## src/rtl/kws_fft_pkg.sv

```systemverilog
// Shared types and constants for the keyword-spotting FFT front end.
package kws_fft_pkg;
    localparam int FFT_SIZE   = 32;
    localparam int DATA_WIDTH = 16;
    localparam int BIN_IDX_W  = $clog2(FFT_SIZE);

    typedef enum logic [1:0] {
        IDLE,
        FEED,
        DRAIN
    } sched_state_t;
endpackage

```

## src/rtl/fft_frame_scheduler_if.sv

```systemverilog
// Sample, FFT-core and tagged-bin signals of the frame scheduler.
interface fft_frame_scheduler_if
    import kws_fft_pkg::*;
#(
    parameter int DW = DATA_WIDTH
);
    logic                 enable;
    logic                 sample_valid;
    logic signed [DW-1:0] sample_data;
    logic                 fft_ready;
    logic                 fft_valid_in;
    logic signed [DW-1:0] fft_real_in;
    logic signed [DW-1:0] fft_imag_in;
    logic                 fft_valid_out;
    logic signed [DW-1:0] fft_real_out;
    logic signed [DW-1:0] fft_imag_out;
    logic                 bin_valid;
    logic signed [DW-1:0] bin_real;
    logic signed [DW-1:0] bin_imag;
    logic [4:0]           bin_index;
    logic                 bin_last;
    logic [7:0]           frame_id;
    logic                 busy;
    logic [15:0]          overrun_count;
    logic                 timeout_err;

    // Scheduler side.
    modport master (
        input  enable, sample_valid, sample_data, fft_ready,
               fft_valid_out, fft_real_out, fft_imag_out,
        output fft_valid_in, fft_real_in, fft_imag_in,
               bin_valid, bin_real, bin_imag, bin_index, bin_last,
               frame_id, busy, overrun_count, timeout_err
    );

    // Sample source, FFT core and feature stage side.
    modport slave (
        output enable, sample_valid, sample_data, fft_ready,
               fft_valid_out, fft_real_out, fft_imag_out,
        input  fft_valid_in, fft_real_in, fft_imag_in,
               bin_valid, bin_real, bin_imag, bin_index, bin_last,
               frame_id, busy, overrun_count, timeout_err
    );
endinterface

```

## src/rtl/frame_ring_buf.sv

```systemverilog
// Audio sample ring storage: one synchronous write port, one combinational read port.
module frame_ring_buf #(
    parameter int DEPTH = 64,
    parameter int WIDTH = 16,
    parameter int AW    = $clog2(DEPTH)
) (
    input  logic                    clock,
    input  logic                    i_wr_en,
    input  logic [AW-1:0]           i_wr_addr,
    input  logic signed [WIDTH-1:0] i_wr_data,
    input  logic [AW-1:0]           i_rd_addr,
    output logic signed [WIDTH-1:0] o_rd_data
);
    logic signed [WIDTH-1:0] r_mem [DEPTH];

    always_ff @(posedge clock) begin
        if (i_wr_en) begin
            r_mem[i_wr_addr] <= i_wr_data;
        end
    end

    assign o_rd_data = r_mem[i_rd_addr];
endmodule

```

## src/rtl/fft_frame_scheduler.sv

```systemverilog
// Cuts a continuous sample stream into overlapping frames, feeds them to the
// 32-point FFT and re-emits the returned bins tagged with index and frame id.
module fft_frame_scheduler #(
    parameter int DATA_WIDTH = 16,
    parameter int FRAME_LEN  = 32,
    parameter int HOP        = 16,
    parameter int BUF_DEPTH  = 64,
    parameter int TIMEOUT    = 255
) (
    input  logic                  clock,
    input  logic                  reset,
    fft_frame_scheduler_if.master bus
);
    import kws_fft_pkg::*;

    localparam int AW = $clog2(BUF_DEPTH);
    localparam int OW = $clog2(BUF_DEPTH + 1);
    localparam int FW = $clog2(FRAME_LEN);
    localparam int WW = $clog2(TIMEOUT + 1);

    sched_state_t                r_state;
    logic [AW-1:0]               r_wr_ptr;
    logic [AW-1:0]               r_rd_base;
    logic [OW-1:0]               r_occupancy;
    logic [FW-1:0]               r_feed_cnt;
    logic [BIN_IDX_W-1:0]        r_beat_cnt;
    logic [WW-1:0]               r_wd_cnt;
    logic [7:0]                  r_frame_cnt;
    logic [15:0]                 r_overrun_count;
    logic                        r_timeout_err;
    logic                        r_fft_valid_in;
    logic signed [DATA_WIDTH-1:0] r_fft_real_in;
    logic                        r_bin_valid;
    logic signed [DATA_WIDTH-1:0] r_bin_real;
    logic signed [DATA_WIDTH-1:0] r_bin_imag;
    logic [BIN_IDX_W-1:0]        r_bin_index;
    logic                        r_bin_last;
    logic [7:0]                  r_frame_id;

    logic                        w_release;
    logic                        w_write_ok;
    logic                        w_launch;
    logic [AW-1:0]               w_rd_addr;
    logic signed [DATA_WIDTH-1:0] w_rd_data;

    // The HOP oldest samples are released only on the last feed beat, so the
    // frame being fed can never be overwritten by incoming audio.
    assign w_release  = (r_state == FEED) && (r_feed_cnt == FW'(FRAME_LEN - 1));
    assign w_write_ok = bus.sample_valid && ((r_occupancy < OW'(BUF_DEPTH)) || w_release);
    assign w_launch   = (r_state == IDLE) && bus.enable && bus.fft_ready
                        && (r_occupancy >= OW'(FRAME_LEN));
    assign w_rd_addr  = r_rd_base + AW'(r_feed_cnt);

    frame_ring_buf #(
        .DEPTH (BUF_DEPTH),
        .WIDTH (DATA_WIDTH)
    ) u_ring (
        .clock     (clock),
        .i_wr_en   (w_write_ok),
        .i_wr_addr (r_wr_ptr),
        .i_wr_data (bus.sample_data),
        .i_rd_addr (w_rd_addr),
        .o_rd_data (w_rd_data)
    );

    always_ff @(posedge clock or posedge reset) begin
        if (reset) begin
            r_wr_ptr        <= '0;
            r_rd_base       <= '0;
            r_occupancy     <= '0;
            r_overrun_count <= '0;
        end else begin
            if (w_write_ok) begin
                r_wr_ptr <= r_wr_ptr + AW'(1);
            end else if (bus.sample_valid && (r_overrun_count != 16'hFFFF)) begin
                r_overrun_count <= r_overrun_count + 16'd1;
            end
            if (w_release) begin
                r_rd_base <= r_rd_base + AW'(HOP);
            end
            r_occupancy <= r_occupancy + OW'(w_write_ok) - (w_release ? OW'(HOP) : OW'(0));
        end
    end

    // Beat 0 is issued on the launch edge itself, giving one cycle of latency.
    always_ff @(posedge clock or posedge reset) begin
        if (reset) begin
            r_state        <= IDLE;
            r_feed_cnt     <= '0;
            r_beat_cnt     <= '0;
            r_wd_cnt       <= '0;
            r_frame_cnt    <= '0;
            r_timeout_err  <= 1'b0;
            r_fft_valid_in <= 1'b0;
            r_fft_real_in  <= '0;
            r_bin_valid    <= 1'b0;
            r_bin_real     <= '0;
            r_bin_imag     <= '0;
            r_bin_index    <= '0;
            r_bin_last     <= 1'b0;
            r_frame_id     <= '0;
        end else begin
            r_fft_valid_in <= 1'b0;
            r_bin_valid    <= 1'b0;
            r_bin_last     <= 1'b0;
            case (r_state)
                IDLE: begin
                    if (w_launch) begin
                        r_fft_valid_in <= 1'b1;
                        r_fft_real_in  <= w_rd_data;
                        r_feed_cnt     <= FW'(1);
                        r_state        <= FEED;
                    end
                end
                FEED: begin
                    r_fft_valid_in <= 1'b1;
                    r_fft_real_in  <= w_rd_data;
                    if (w_release) begin
                        r_feed_cnt <= '0;
                        r_beat_cnt <= '0;
                        r_wd_cnt   <= '0;
                        r_state    <= DRAIN;
                    end else begin
                        r_feed_cnt <= r_feed_cnt + FW'(1);
                    end
                end
                DRAIN: begin
                    if (bus.fft_valid_out) begin
                        r_bin_valid <= 1'b1;
                        r_bin_real  <= bus.fft_real_out;
                        r_bin_imag  <= bus.fft_imag_out;
                        r_bin_index <= r_beat_cnt;
                        r_frame_id  <= r_frame_cnt;
                        r_wd_cnt    <= '0;
                        if (r_beat_cnt == BIN_IDX_W'(FFT_SIZE - 1)) begin
                            r_bin_last  <= 1'b1;
                            r_beat_cnt  <= '0;
                            r_frame_cnt <= r_frame_cnt + 8'd1;
                            r_state     <= IDLE;
                        end else begin
                            r_beat_cnt <= r_beat_cnt + BIN_IDX_W'(1);
                        end
                    end else if (r_wd_cnt == WW'(TIMEOUT - 1)) begin
                        // Abandon the frame without advancing the frame counter.
                        r_timeout_err <= 1'b1;
                        r_state       <= IDLE;
                    end else begin
                        r_wd_cnt <= r_wd_cnt + WW'(1);
                    end
                end
                default: r_state <= IDLE;
            endcase
        end
    end

    assign bus.fft_valid_in  = r_fft_valid_in;
    assign bus.fft_real_in   = r_fft_real_in;
    assign bus.fft_imag_in   = '0;
    assign bus.bin_valid     = r_bin_valid;
    assign bus.bin_real      = r_bin_real;
    assign bus.bin_imag      = r_bin_imag;
    assign bus.bin_index     = r_bin_index;
    assign bus.bin_last      = r_bin_last;
    assign bus.frame_id      = r_frame_id;
    assign bus.busy          = (r_state != IDLE);
    assign bus.overrun_count = r_overrun_count;
    assign bus.timeout_err   = r_timeout_err;
endmodule
```

## src/flat_wrapper.sv

```systemverilog
// flat-port wrapper written by rule: the top's interface ports become plain ports
module fft_frame_scheduler_flat import kws_fft_pkg::*;
#(
    parameter int DATA_WIDTH = 16,
    parameter int FRAME_LEN  = 32,
    parameter int HOP        = 16,
    parameter int BUF_DEPTH  = 64,
    parameter int TIMEOUT    = 255
)
  (clock, reset, bus_enable, bus_sample_valid, bus_sample_data, bus_fft_ready, bus_fft_valid_out, bus_fft_real_out, bus_fft_imag_out, bus_fft_valid_in, bus_fft_real_in, bus_fft_imag_in, bus_bin_valid, bus_bin_real, bus_bin_imag, bus_bin_index, bus_bin_last, bus_frame_id, bus_busy, bus_overrun_count, bus_timeout_err);
  fft_frame_scheduler_if bus_i ();
  input  logic clock;
  input  logic reset;
  input wire logic [$bits(bus_i.enable)-1:0] bus_enable;
  input wire logic [$bits(bus_i.sample_valid)-1:0] bus_sample_valid;
  input wire logic [$bits(bus_i.sample_data)-1:0] bus_sample_data;
  input wire logic [$bits(bus_i.fft_ready)-1:0] bus_fft_ready;
  input wire logic [$bits(bus_i.fft_valid_out)-1:0] bus_fft_valid_out;
  input wire logic [$bits(bus_i.fft_real_out)-1:0] bus_fft_real_out;
  input wire logic [$bits(bus_i.fft_imag_out)-1:0] bus_fft_imag_out;
  output wire logic [$bits(bus_i.fft_valid_in)-1:0] bus_fft_valid_in;
  output wire logic [$bits(bus_i.fft_real_in)-1:0] bus_fft_real_in;
  output wire logic [$bits(bus_i.fft_imag_in)-1:0] bus_fft_imag_in;
  output wire logic [$bits(bus_i.bin_valid)-1:0] bus_bin_valid;
  output wire logic [$bits(bus_i.bin_real)-1:0] bus_bin_real;
  output wire logic [$bits(bus_i.bin_imag)-1:0] bus_bin_imag;
  output wire logic [$bits(bus_i.bin_index)-1:0] bus_bin_index;
  output wire logic [$bits(bus_i.bin_last)-1:0] bus_bin_last;
  output wire logic [$bits(bus_i.frame_id)-1:0] bus_frame_id;
  output wire logic [$bits(bus_i.busy)-1:0] bus_busy;
  output wire logic [$bits(bus_i.overrun_count)-1:0] bus_overrun_count;
  output wire logic [$bits(bus_i.timeout_err)-1:0] bus_timeout_err;
  assign bus_i.enable = bus_enable;
  assign bus_i.sample_valid = bus_sample_valid;
  assign bus_i.sample_data = bus_sample_data;
  assign bus_i.fft_ready = bus_fft_ready;
  assign bus_i.fft_valid_out = bus_fft_valid_out;
  assign bus_i.fft_real_out = bus_fft_real_out;
  assign bus_i.fft_imag_out = bus_fft_imag_out;
  assign bus_fft_valid_in = bus_i.fft_valid_in;
  assign bus_fft_real_in = bus_i.fft_real_in;
  assign bus_fft_imag_in = bus_i.fft_imag_in;
  assign bus_bin_valid = bus_i.bin_valid;
  assign bus_bin_real = bus_i.bin_real;
  assign bus_bin_imag = bus_i.bin_imag;
  assign bus_bin_index = bus_i.bin_index;
  assign bus_bin_last = bus_i.bin_last;
  assign bus_frame_id = bus_i.frame_id;
  assign bus_busy = bus_i.busy;
  assign bus_overrun_count = bus_i.overrun_count;
  assign bus_timeout_err = bus_i.timeout_err;
  fft_frame_scheduler #(.DATA_WIDTH(DATA_WIDTH), .FRAME_LEN(FRAME_LEN), .HOP(HOP), .BUF_DEPTH(BUF_DEPTH), .TIMEOUT(TIMEOUT)) u_core (.clock(clock), .reset(reset), .bus(bus_i));
endmodule
```

## config.mk

```make
export PLATFORM = sky130hd
export DESIGN_NAME = fft_frame_scheduler_flat
export DESIGN_NICKNAME = d
export VERILOG_FILES = /design/src/rtl/kws_fft_pkg.sv /design/src/rtl/fft_frame_scheduler_if.sv /design/src/rtl/frame_ring_buf.sv /design/src/rtl/fft_frame_scheduler.sv /design/src/flat_wrapper.sv
export SDC_FILE = /design/constraint.sdc
export NUM_CORES = 1
export LEC_CHECK = 0
export CORE_MARGIN = 1.5
export CORE_UTILIZATION = 45
export DETAILED_ROUTE_END_ITERATION = 10
export DONT_BUFFER_PORTS = 1
export MAX_ROUTING_LAYER = met4
export RECOVER_POWER = 100
export SLEW_MARGIN = 20
export SYNTH_ARGS = -nofsm -noshare
export SYNTH_HDL_FRONTEND = slang
export SYNTH_SLANG_ARGS = --single-unit
```

## constraint.sdc

```tcl
create_clock -name clock -period 7.8 [get_ports clock]
set_input_delay 1.17 -clock clock [delete_from_list [all_inputs] [get_ports clock]]
set_output_delay 1.17 -clock clock [all_outputs]
set_load 0.03 [all_outputs]
```

==> flow_metrics.tcl, run 1 <==
set metrics [dict create \
    outcome "finished, violations left" \
    violations "max-capacitance violations, max-slew violations" \
    slew-limit-headroom_pct -136 \
    drcViolationCount 0 \
    synth_top_flop_cell "edfxtp_1" \
    ys_warn_count 0 \
    critPathKind "reg -> reg" \
    cts-resized-gates 0 \
    cts_setup_buffers 0 \
    synth_edf_count 1024 \
    via_per_inst 6.03 \
    fillCellCount 7796 \
    fmax_mhz 166 \
    vias 22900 \
    ys_seq_area_share_pct 75.1 \
    synth_top_family_by_area "multiplexers" \
    clock_latency_ps 720 \
    synth_simple_gate_area_share_pct 3.70 \
    synth_compound_area_share_pct 3.82 \
    dr.pass1.iters 5 \
    cts_buffers 113 \
    num_rows 115 \
    synth_seq_cells 1148 \
    slowest_delay_ps 2150 \
    p_per_area_nw_per_um2 318 \
    peakVddDrop_mv 0.256 \
    synth-async-reset-ratio_pct 10.8 \
    grt_pass1_vias 22900 \
    post_drt_wl_per_cell_um 29.0 \
    clockRootBuffer "clkbuf_16" \
    setup_viol 0 \
    reg2reg_from "u_core.r_feed_cnt[0]$_DFFE_PP0P_" \
    final_hold_viol_count 0 \
    synth.distinct_cells 55 \
    fp.dieH_um 320 \
    h-tree-depth 3 \
    wirelength_um 110000 \
    rr_endpoint "u_core.bus.fft_real_in[4]$_DFFE_PP0P_" \
    core_um2 98900 \
    drv_slew 150 \
    place.gp.congestion 0.847 \
    synth_fa_ha_area_share_pct 0.666 \
    endpoint_kind "flip-flop" \
    postRouteAntennaNets 0 \
    clock_sinks 1148 \
    tightest_slew_ps 3520 \
    antenna_found_initial 2 \
    synth_xor_area_share_pct 0.813 \
    worst_ep_arrival_time_ps 6540 \
    die-area_um2 102000 \
    r2r_cells 7 \
    worstSetupStartpointType "flip-flop" \
    synthCells 2346 \
    drtIter0Drc 2425 \
    maxCapViolCount 3 \
    grt_setup_unrepaired "false" \
    power_mw 16.0 \
    rrSetupSlack_ps 1760 \
    track_usage_pct 22.0 \
    p_leak_nw 16.8 \
    post-route-min-period_ps 6040 \
    overflow 0 \
    pre_cts_slack_ps 2970 \
    muxShareOfSynthArea_pct 14.0 \
    seqCellArea_um2 33900 \
    cp_max_fo 107 \
    fin_nets 2485 \
    ios 152 \
    slowest_stage "dfrtp_1" \
    avgSynthCellArea_um2 19.2 \
    io_buffers 0 \
    cts-hold-fix-buffers 0 \
    multiInputGateArea_um2 10500 \
    crit_required_ps 8300 \
    start_util_pct 45.6 \
    cts_tree "built" \
    finalNonFillerCells 3793 \
    path_clk_slew_ps 60 \
    finalCritPeriodShare_pct 77.4 \
    cts_max_path_buffers 3 \
    crit_end "u_core.bus.fft_real_in[4]$_DFFE_PP0P_" \
    dpl.hpwl_um 63400 \
    placed_cell_area_um2 46700 \
    hold_class "reg -> reg" \
    grt_first_pass_wirelength_um 159000 \
    dieWidth_um 320 \
    synthToLayoutAreaGrowth_pct 11.6 \
    cp_cell_sequence "buf_4 > buf_12 > mux4_2 > mux2i_1 > nor2_1 > a221oi_1 > o221ai_1" \
    grt_max_degree 125 \
    setup_tns_ps 0 \
    crit_path_start "u_core.r_feed_cnt[0]$_DFFE_PP0P_" \
    netlist_area_um2 45100 \
    place_inst 3579 \
    stdcell_area_um2 50300 \
    layout-drive-gt1-share_pct 18.9 \
    fin_skew_ps 61.1 \
    fin_ws_ps 1760 \
]
-- how the worst min path moves through the flow --
| stage | depth (start not counted) | startpoint | to | slack, ps |
|---|---|---|---|---|
| floorplan | 1 | u_core.r_frame_cnt[7]$_DFFE_PP0P_ | u_core.r_frame_cnt[7]$_DFFE_PP0P_ | 440 |
| global placement | 1 | u_core.r_occupancy[0]$_DFF_PP0_ | u_core.r_occupancy[0]$_DFF_PP0_ | 450 |
| detailed placement | 1 | u_core.r_occupancy[0]$_DFF_PP0_ | u_core.r_occupancy[0]$_DFF_PP0_ | 460 |
| CTS | 1 | u_core.r_occupancy[0]$_DFF_PP0_ | u_core.r_occupancy[0]$_DFF_PP0_ | 470 |
| global route | 1 | u_core.r_occupancy[0]$_DFF_PP0_ | u_core.r_occupancy[0]$_DFF_PP0_ | 490 |
| finish | 1 | u_core.r_occupancy[0]$_DFF_PP0_ | u_core.r_occupancy[0]$_DFF_PP0_ | 480 |
-- per-stage QoR --
stage,utilization (%),hold slack [ps]
final,50.9,476
after global routing,50.9,487
after CTS,51.0,475
after detailed placement,47.2,461
after global placement,47.2,453
after floorplan,-,442
-- area by class of cell --
cell class / instances / share of cell area [%]
diodes: 3 / 0.0149
clock buffers: 154 / 6.25
clock inverters: 57 / 1.24
inverters: 24 / 0.181
multi-input cells: 1038 / 20.8
flip-flops and latches: 1148 / 67.2
well taps: 1287 / 3.20
repair buffers: 82 / 1.05
-- metal layers --
layer,track usage (%),vias to the layer above,share of wire [%]
li1,-,9676,-
met1,29.6,12100,41
met2,34.5,954,48
met3,4.77,172,8.2
met4,5.40,0,2.4
met5,-,-,0
-- placed cells by master (no fill, tap or decap), types with 32 or more instances in the layout --
master / netlist / layout
a221oi_1: 46 / 46
a22o_1: 48 / 48
a22oi_1: 34 / 34
buf_4: 28 / 48
clkbuf_1: 66 / 57
clkbuf_16: 0 / 115
dfrtp_1: 124 / 122
edfxtp_1: 1024 / 1024
mux2_2: 76 / 74
mux2i_1: 176 / 176
mux4_2: 160 / 160
nand2_1: 36 / 36
nand4_1: 61 / 61
nand4b_1: 32 / 32
nor2_1: 113 / 109
-- sequential cells by signal, summed over array words and instances, names as in the netlist, 6 cells and up --
name                      count
u_core.bus.fft_real_in       16
u_core.r_wd_cnt               8
u_core.r_frame_cnt            8
u_core.bus.bin_real          16
u_core.r_occupancy            7
u_core.bus.bin_imag          16
u_core.bus.frame_id           8
u_core.u_ring.r_mem        1024
u_core.bus.overrun_count     16
u_core.r_wr_ptr               6
-- logic make-up after synthesis --
group / after synthesis
XOR/XNOR: 41
AO/OA/AOI/OAI: 219
adder cells (fa/ha/maj): 24
flip-flops: 1148
multiplexers: 419
buffers and inverters: 175
AND/OR/NAND/NOR: 319
other: 1
-- synthesized netlist by cell type, drive strengths merged, types with 15 or more instances --
library cell,count,share of area (%)
o21ai,18,0.20
mux4,160,8.0
mux2i,176,3.9
xnor2,31,0.62
buf,85,1.2
nand2,36,0.30
nand4,61,0.85
dfrtp,124,6.9
mux2,83,2.1
nor3,23,0.26
a211oi,18,0.30
nand4b,32,0.62
a22o,48,0.93
a221oi,46,0.89
ha,24,0.67
inv,24,0.20
o221ai,15,0.29
a22oi,34,0.57
o22ai,17,0.24
edfxtp,1024,68
nor2,113,0.94
nand3,20,0.22
clkbuf,66,0.55
-- critical path: cells and delay by family (launching register included) --
family	cells	cell delay (ps)
simple gates	1	80
mux	2	830
buf+inv	2	1420
compound gates	2	1140
flops	1	2150
-- power by group --
group	leakage (nW)	total (mW)	internal [mW]	switching, mW
registers	10.8	7.49	6.87	0.618
logic	4.19	3.05	1.36	1.69
clock network	1.85	5.49	3.19	2.30
Power figures use the tool's default switching activity.
==> run 2, diff against run 1 <==
Clock period 7.8 ns to 5.2 ns, I/O delays scaled along.
==> run 2 against run 1 <==
Against the previous run: total power increased by 53%; critical endpoint is now u_core.u_ring.r_mem[43][5]$_DFFE_PP_; first-iteration DRC count grew 6.1%; critical path type unchanged; global-route usage fell by 0.35 points; largest power group unchanged; sequential share of layout area decreased by 0.52 points; critical path depth grew 3; the flow still finishes with violations (max-capacitance violations, max-slew violations).
==> flow_metrics.tcl, run 2 (same netlist as run 1, synthesis figures left out) <==
set metrics [dict create \
    outcome "finished, violations left" \
    violations "max-capacitance violations, max-slew violations" \
    final_hold_viol_count 0 \
    ios 152 \
    cts_setup_buffers 0 \
    post_drt_wl_per_cell_um 28.1 \
    fin_nets 2512 \
    r2r_cells 10 \
    path_clk_slew_ps 60 \
    dr_wl_met2_um 50900 \
    postRouteAntennaNets 0 \
    cts_buffers 116 \
    layout-drive-gt1-share_pct 20.5 \
    rrSetupSlack_ps 800 \
    most-common-layout-cells "1024 x edfxtp_1, 176 x mux2i_1, 160 x mux4_2, 121 x dfrtp_1, 118 x clkbuf_16" \
    synthToLayoutAreaGrowth_pct 12.5 \
    cts_max_path_buffers 3 \
    clock_latency_ps 710 \
    worstSetupStartpointType "flip-flop" \
    dieWidth_um 320 \
    final_core_util_pct 51.3 \
    cp_top_family "buffers and inverters" \
    overflow 0 \
    worst-path-stages 10 \
    peakVddDrop_mv 0.418 \
    slowest_stage "clkbuf_1" \
    grt_setup_unrepaired "false" \
    fin_ws_ps 804 \
    core_um2 98900 \
    grt_pass1_vias 22800 \
    setup_tns_ps 0 \
    cp_max_fo 28 \
    p_leak_nw 17.1 \
    cts_tree "built" \
    num_rows 115 \
    dpl.hpwl_um 63000 \
    placed_cell_area_um2 46900 \
    drv_slew 164 \
    holdPathStages 0 \
    power_mw 24.5 \
    vias 22800 \
    setup_viol 0 \
    track_usage_pct 21.7 \
    io_buffers 0 \
    hold_class "in -> reg" \
    pre_cts_slack_ps 1220 \
    dr.pass1.iters 6 \
    place_inst 3603 \
    layout_commonest_cell "edfxtp_1" \
    post-route-min-period_ps 4400 \
    fmax_mhz 227 \
    endpoint_kind "flip-flop" \
    drtIter0Drc 2573 \
    place.gp.congestion 0.862 \
    slew-limit-headroom_pct -125 \
    critPathBufInv 3 \
    maxCapViolCount 2 \
    h-tree-depth 3 \
    critPathKind "reg -> reg" \
    largest_register_ffs 1024 \
    cp_cell_sequence "buf_4 > ha_1 > and3_1 > ha_1 > nand2_1 > a21boi_0 > clkbuf_1 > nand3_1 > nor2_1 > clkbuf_1" \
    fp.dieH_um 320 \
    cts-hold-fix-buffers 0 \
    die-area_um2 102000 \
    crit_required_ps 5510 \
    tightest_slew_ps 3360 \
    drcViolationCount 0 \
    cts-resized-gates 0 \
    fin_skew_ps 22.8 \
    grt_max_degree 113 \
    finalCritPeriodShare_pct 84.5 \
    wirelength_um 107000 \
    largest-register "u_core.u_ring.r_mem" \
    finalNonFillerCells 3821 \
    p_per_area_nw_per_um2 482 \
    maxUsedRoutingLayer "met4" \
    antenna_found_initial 2 \
    worst_ep_arrival_time_ps 4710 \
    wl_met3_um 7280 \
    clock_sinks 1148 \
    start_util_pct 45.6 \
    wl_met1_um 46600 \
    stdcell_area_um2 50700 \
    fillCellCount 7827 \
    timing.hold.ws_ps 179 \
    clockRootBuffer "clkbuf_16" \
    slowest_delay_ps 810 \
    via_per_inst 5.96 \
    grt_first_pass_wirelength_um 158000 \
]
## run 2: worst paths after layout
path / startpoint / end
max: u_core.r_feed_cnt[1]$_DFFE_PP0P_ / u_core.u_ring.r_mem[43][5]$_DFFE_PP_
min: bus_sample_data[15] / u_core.u_ring.r_mem[44][15]$_DFFE_PP_
max reg2reg: u_core.r_feed_cnt[1]$_DFFE_PP0P_ / u_core.u_ring.r_mem[43][5]$_DFFE_PP_
min reg2reg: u_core.r_occupancy[0]$_DFF_PP0_ / u_core.r_occupancy[0]$_DFF_PP0_
max in group asynchronous: reset / u_core.bus.bin_valid$_DFF_PP0_
min in group asynchronous: reset / u_core.bus.bin_index[3]$_DFFE_PP0P_
## run 2: layer usage
metal	vias to the layer above	global-route usage [%]
met3	155	3.82
met1	12000	30.3
li1	9722	-
met2	869	33.1
met4	0	5.87
met5	-	-
## run 2: layout make-up
type | instances | area, µm² | area share [%]
flip-flops and latches | 1148 | 33900 | 66.7
multi-input cells | 1038 | 10500 | 20.6
clock buffers | 155 | 3190 | 6.29
well taps | 1287 | 1610 | 3.17
repair buffers | 106 | 763 | 1.50
clock inverters | 62 | 756 | 1.49
inverters | 24 | 91.3 | 0.180
diodes | 1 | 2.50 | 0.00493
## run 2: power by group
group / internal [mW] / switching [mW]
Clock: 5.06 / 3.50
Sequential: 10.3 / 0.758
Combinational: 2.11 / 2.72
==> run 3, diff against run 2 <==
Clock period 5.2 ns to 4.61 ns, I/O delays scaled along.
==> run 3 against run 2 <==
Against the previous run: the run still ends with max-capacitance violations, max-slew violations left; critical path depth fell by 1; flip-flop and latch count is the same; first-iteration DRC count shrank 13%; largest power group unchanged; via count shrank 1.2%; sequential power rose by 13%; critical path type unchanged; total power grew 11%; global-route usage is 0.85 points lower; worst setup slack got worse by 210 ps; clock skew rose by 0.92 ps.
==> flow_metrics.tcl, run 3 (same netlist as run 1, synthesis figures left out) <==
set metrics [dict create \
    rrSetupSlack_ps 600 \
    stdcell_area_um2 50600 \
    synthToLayoutAreaGrowth_pct 12.3 \
    p_seq_share_pct 46.0 \
    drcViolationCount 0 \
    io_buffers 0 \
    grt_first_pass_wirelength_um 153000 \
    p_per_area_nw_per_um2 537 \
    antenna_cells 0 \
    seqCellArea_um2 33900 \
    overflow 0 \
    cts_max_path_buffers 3 \
    cts_tree "built" \
    grt_setup_unrepaired "false" \
    clock_sinks 1148 \
    postRouteAntennaNets 0 \
    violations "max-capacitance violations, max-slew violations" \
    antenna_found_initial 0 \
    die-area_um2 102000 \
    min_from "bus_sample_data[12]" \
    post_drt_wl_per_cell_um 26.8 \
    vias 22500 \
    largest-register "u_core.u_ring.r_mem" \
    largest_register_ffs 1024 \
    fillCellCount 7804 \
    fin_ws_ps 597 \
    cts_setup_buffers 0 \
    finalNonFillerCells 3830 \
    layout-drive-gt1-share_pct 20.3 \
    holdPathStages 0 \
    reg2reg_from "u_core.r_feed_cnt[0]$_DFFE_PP0P_" \
    setup_viol 0 \
    placed_cell_area_um2 47000 \
    clockRootBuffer "clkbuf_16" \
    endpoint_kind "flip-flop" \
    fin_nets 2523 \
    place.gp.congestion 0.814 \
    rr_endpoint "u_core.u_ring.r_mem[61][2]$_DFFE_PP_" \
    final_hold_viol_count 0 \
    hold-path-endpoint "u_core.u_ring.r_mem[55][12]$_DFFE_PP_" \
    worst_ep_arrival_time_ps 4300 \
    dieWidth_um 320 \
    start_util_pct 45.6 \
    grt_use_met1_pct 28.9 \
    p_int_mw 19.5 \
    clock_latency_ps 690 \
    ios 152 \
    fin_skew_ps 23.7 \
    grt_max_degree 131 \
    core_um2 98900 \
    drtIter0Drc 2235 \
    r2r_cells 9 \
    track_usage_pct 20.8 \
    most-common-layout-cells "1024 x edfxtp_1, 176 x mux2i_1, 160 x mux4_2, 122 x dfrtp_1, 120 x clkbuf_16" \
    place_inst 3614 \
    multiInputGateArea_um2 10500 \
    layout_commonest_cell "edfxtp_1" \
    power_mw 27.2 \
    post-route-min-period_ps 4010 \
    cts_buffers 115 \
    dr.pass1.iters 5 \
    pre_cts_slack_ps 1020 \
    finalCritPeriodShare_pct 87.0 \
    slew-limit-headroom_pct -36.0 \
    via_per_inst 5.87 \
    p_switching_mw 7.67 \
    h-tree-depth 3 \
    outcome "finished, violations left" \
    clockPowerShare_pct 34.2 \
    fmax_mhz 249 \
    peakVddDrop_mv 0.523 \
    grtUsageMet3_pct 4.14 \
    critPathKind "reg -> reg" \
    path_clk_slew_ps 60 \
    hold_class "in -> reg" \
    drv_slew 66 \
    comb_power_share_pct 19.8 \
    fp.dieH_um 320 \
    swShare_pct 28.2 \
    dpl.hpwl_um 61200 \
    use_met2_pct 31.6 \
    setup_tns_ps 0 \
    p_leak_nw 17.1 \
    worstSetupStartpointType "flip-flop" \
    grt_pass1_vias 22800 \
    busiest_layer "met2" \
    tightest_slew_ps 2030 \
    maxCapViolCount 2 \
    cp_max_fo 16 \
    num_rows 115 \
    wirelength_um 103000 \
    crit_required_ps 4900 \
]
[run 3: timing repair]
| item | in CTS | in global routing |
|---|---|---|
| hold buffers | 1 | 0 |
| resized for setup | 0 | 0 |
| endpoints found under the hold margin | 46 | 0 |
[run 3: through the flow]
| stage | utilization [%] | hold WS, ps |
|---|---|---|
| after floorplan | - | 442 |
| after global placement | 47.5 | 460 |
| after detailed placement | 47.5 | 460 |
| after CTS | 51.4 | 65.6 |
| after global routing | 51.2 | 78.8 |
| final | 51.2 | 115 |
[run 3: worst max-delay path by stage]
| stage | depth (start not counted) | startpoint | to | slack (ps) |
|---|---|---|---|---|
| 6_report | 9 | u_core.r_feed_cnt[0]$_DFFE_PP0P_ | u_core.u_ring.r_mem[61][2]$_DFFE_PP_ | 600 |
| 3_5_place_dp | 10 | u_core.r_feed_cnt[0]$_DFFE_PP0P_ | u_core.u_ring.r_mem[22][8]$_DFFE_PP_ | 1020 |
| 2_1_floorplan | 1 | reset | u_core.bus.bin_imag[0]$_DFFE_PP0P_ | 620 |
| 3_3_place_gp | 9 | u_core.r_feed_cnt[0]$_DFFE_PP0P_ | u_core.u_ring.r_mem[39][10]$_DFFE_PP_ | 1130 |
| 5_1_grt | 10 | u_core.r_feed_cnt[0]$_DFFE_PP0P_ | u_core.u_ring.r_mem[54][4]$_DFFE_PP_ | 330 |
| 4_1_cts | 10 | u_core.r_feed_cnt[0]$_DFFE_PP0P_ | u_core.u_ring.r_mem[22][3]$_DFFE_PP_ | 980 |
[run 3: per-layer routing]
metal	part of all wire (%)	vias up
li1	-	9759
met1	44	11800
met2	47	786
met3	6.7	157
met4	2.6	0
met5	0	-
[run 3: critical path, cell delays in order (launching register included)]
cell	delay, ps
dfrtp_1	580
ha_1	260
and3_1	180
ha_1	270
nand2_1	160
a21boi_0	220
buf_4	220
nand3_1	580
nor2_1	260
clkbuf_1	850
[run 3: cell type report]
cell class / count / share of cell area, %
Tap cell: 1287 / 3.18
Inverter: 24 / 0.180
Timing Repair Buffer: 118 / 1.62
Sequential cell: 1148 / 66.8
Multi-Input combinational cell: 1038 / 20.7
Clock buffer: 154 / 6.37
Clock inverter: 61 / 1.15
[run 3: power by group through the flow]
stage	Combinational, mW	Clock [mW]	Sequential, mW
after CTS	5.48	9.47	12.5
after detailed placement	5.46	0	12.7
final	5.39	9.30	12.5
after global routing	5.75	9.86	12.5
after global placement	5.40	0	12.7
after floorplan	3.99	0	12.5
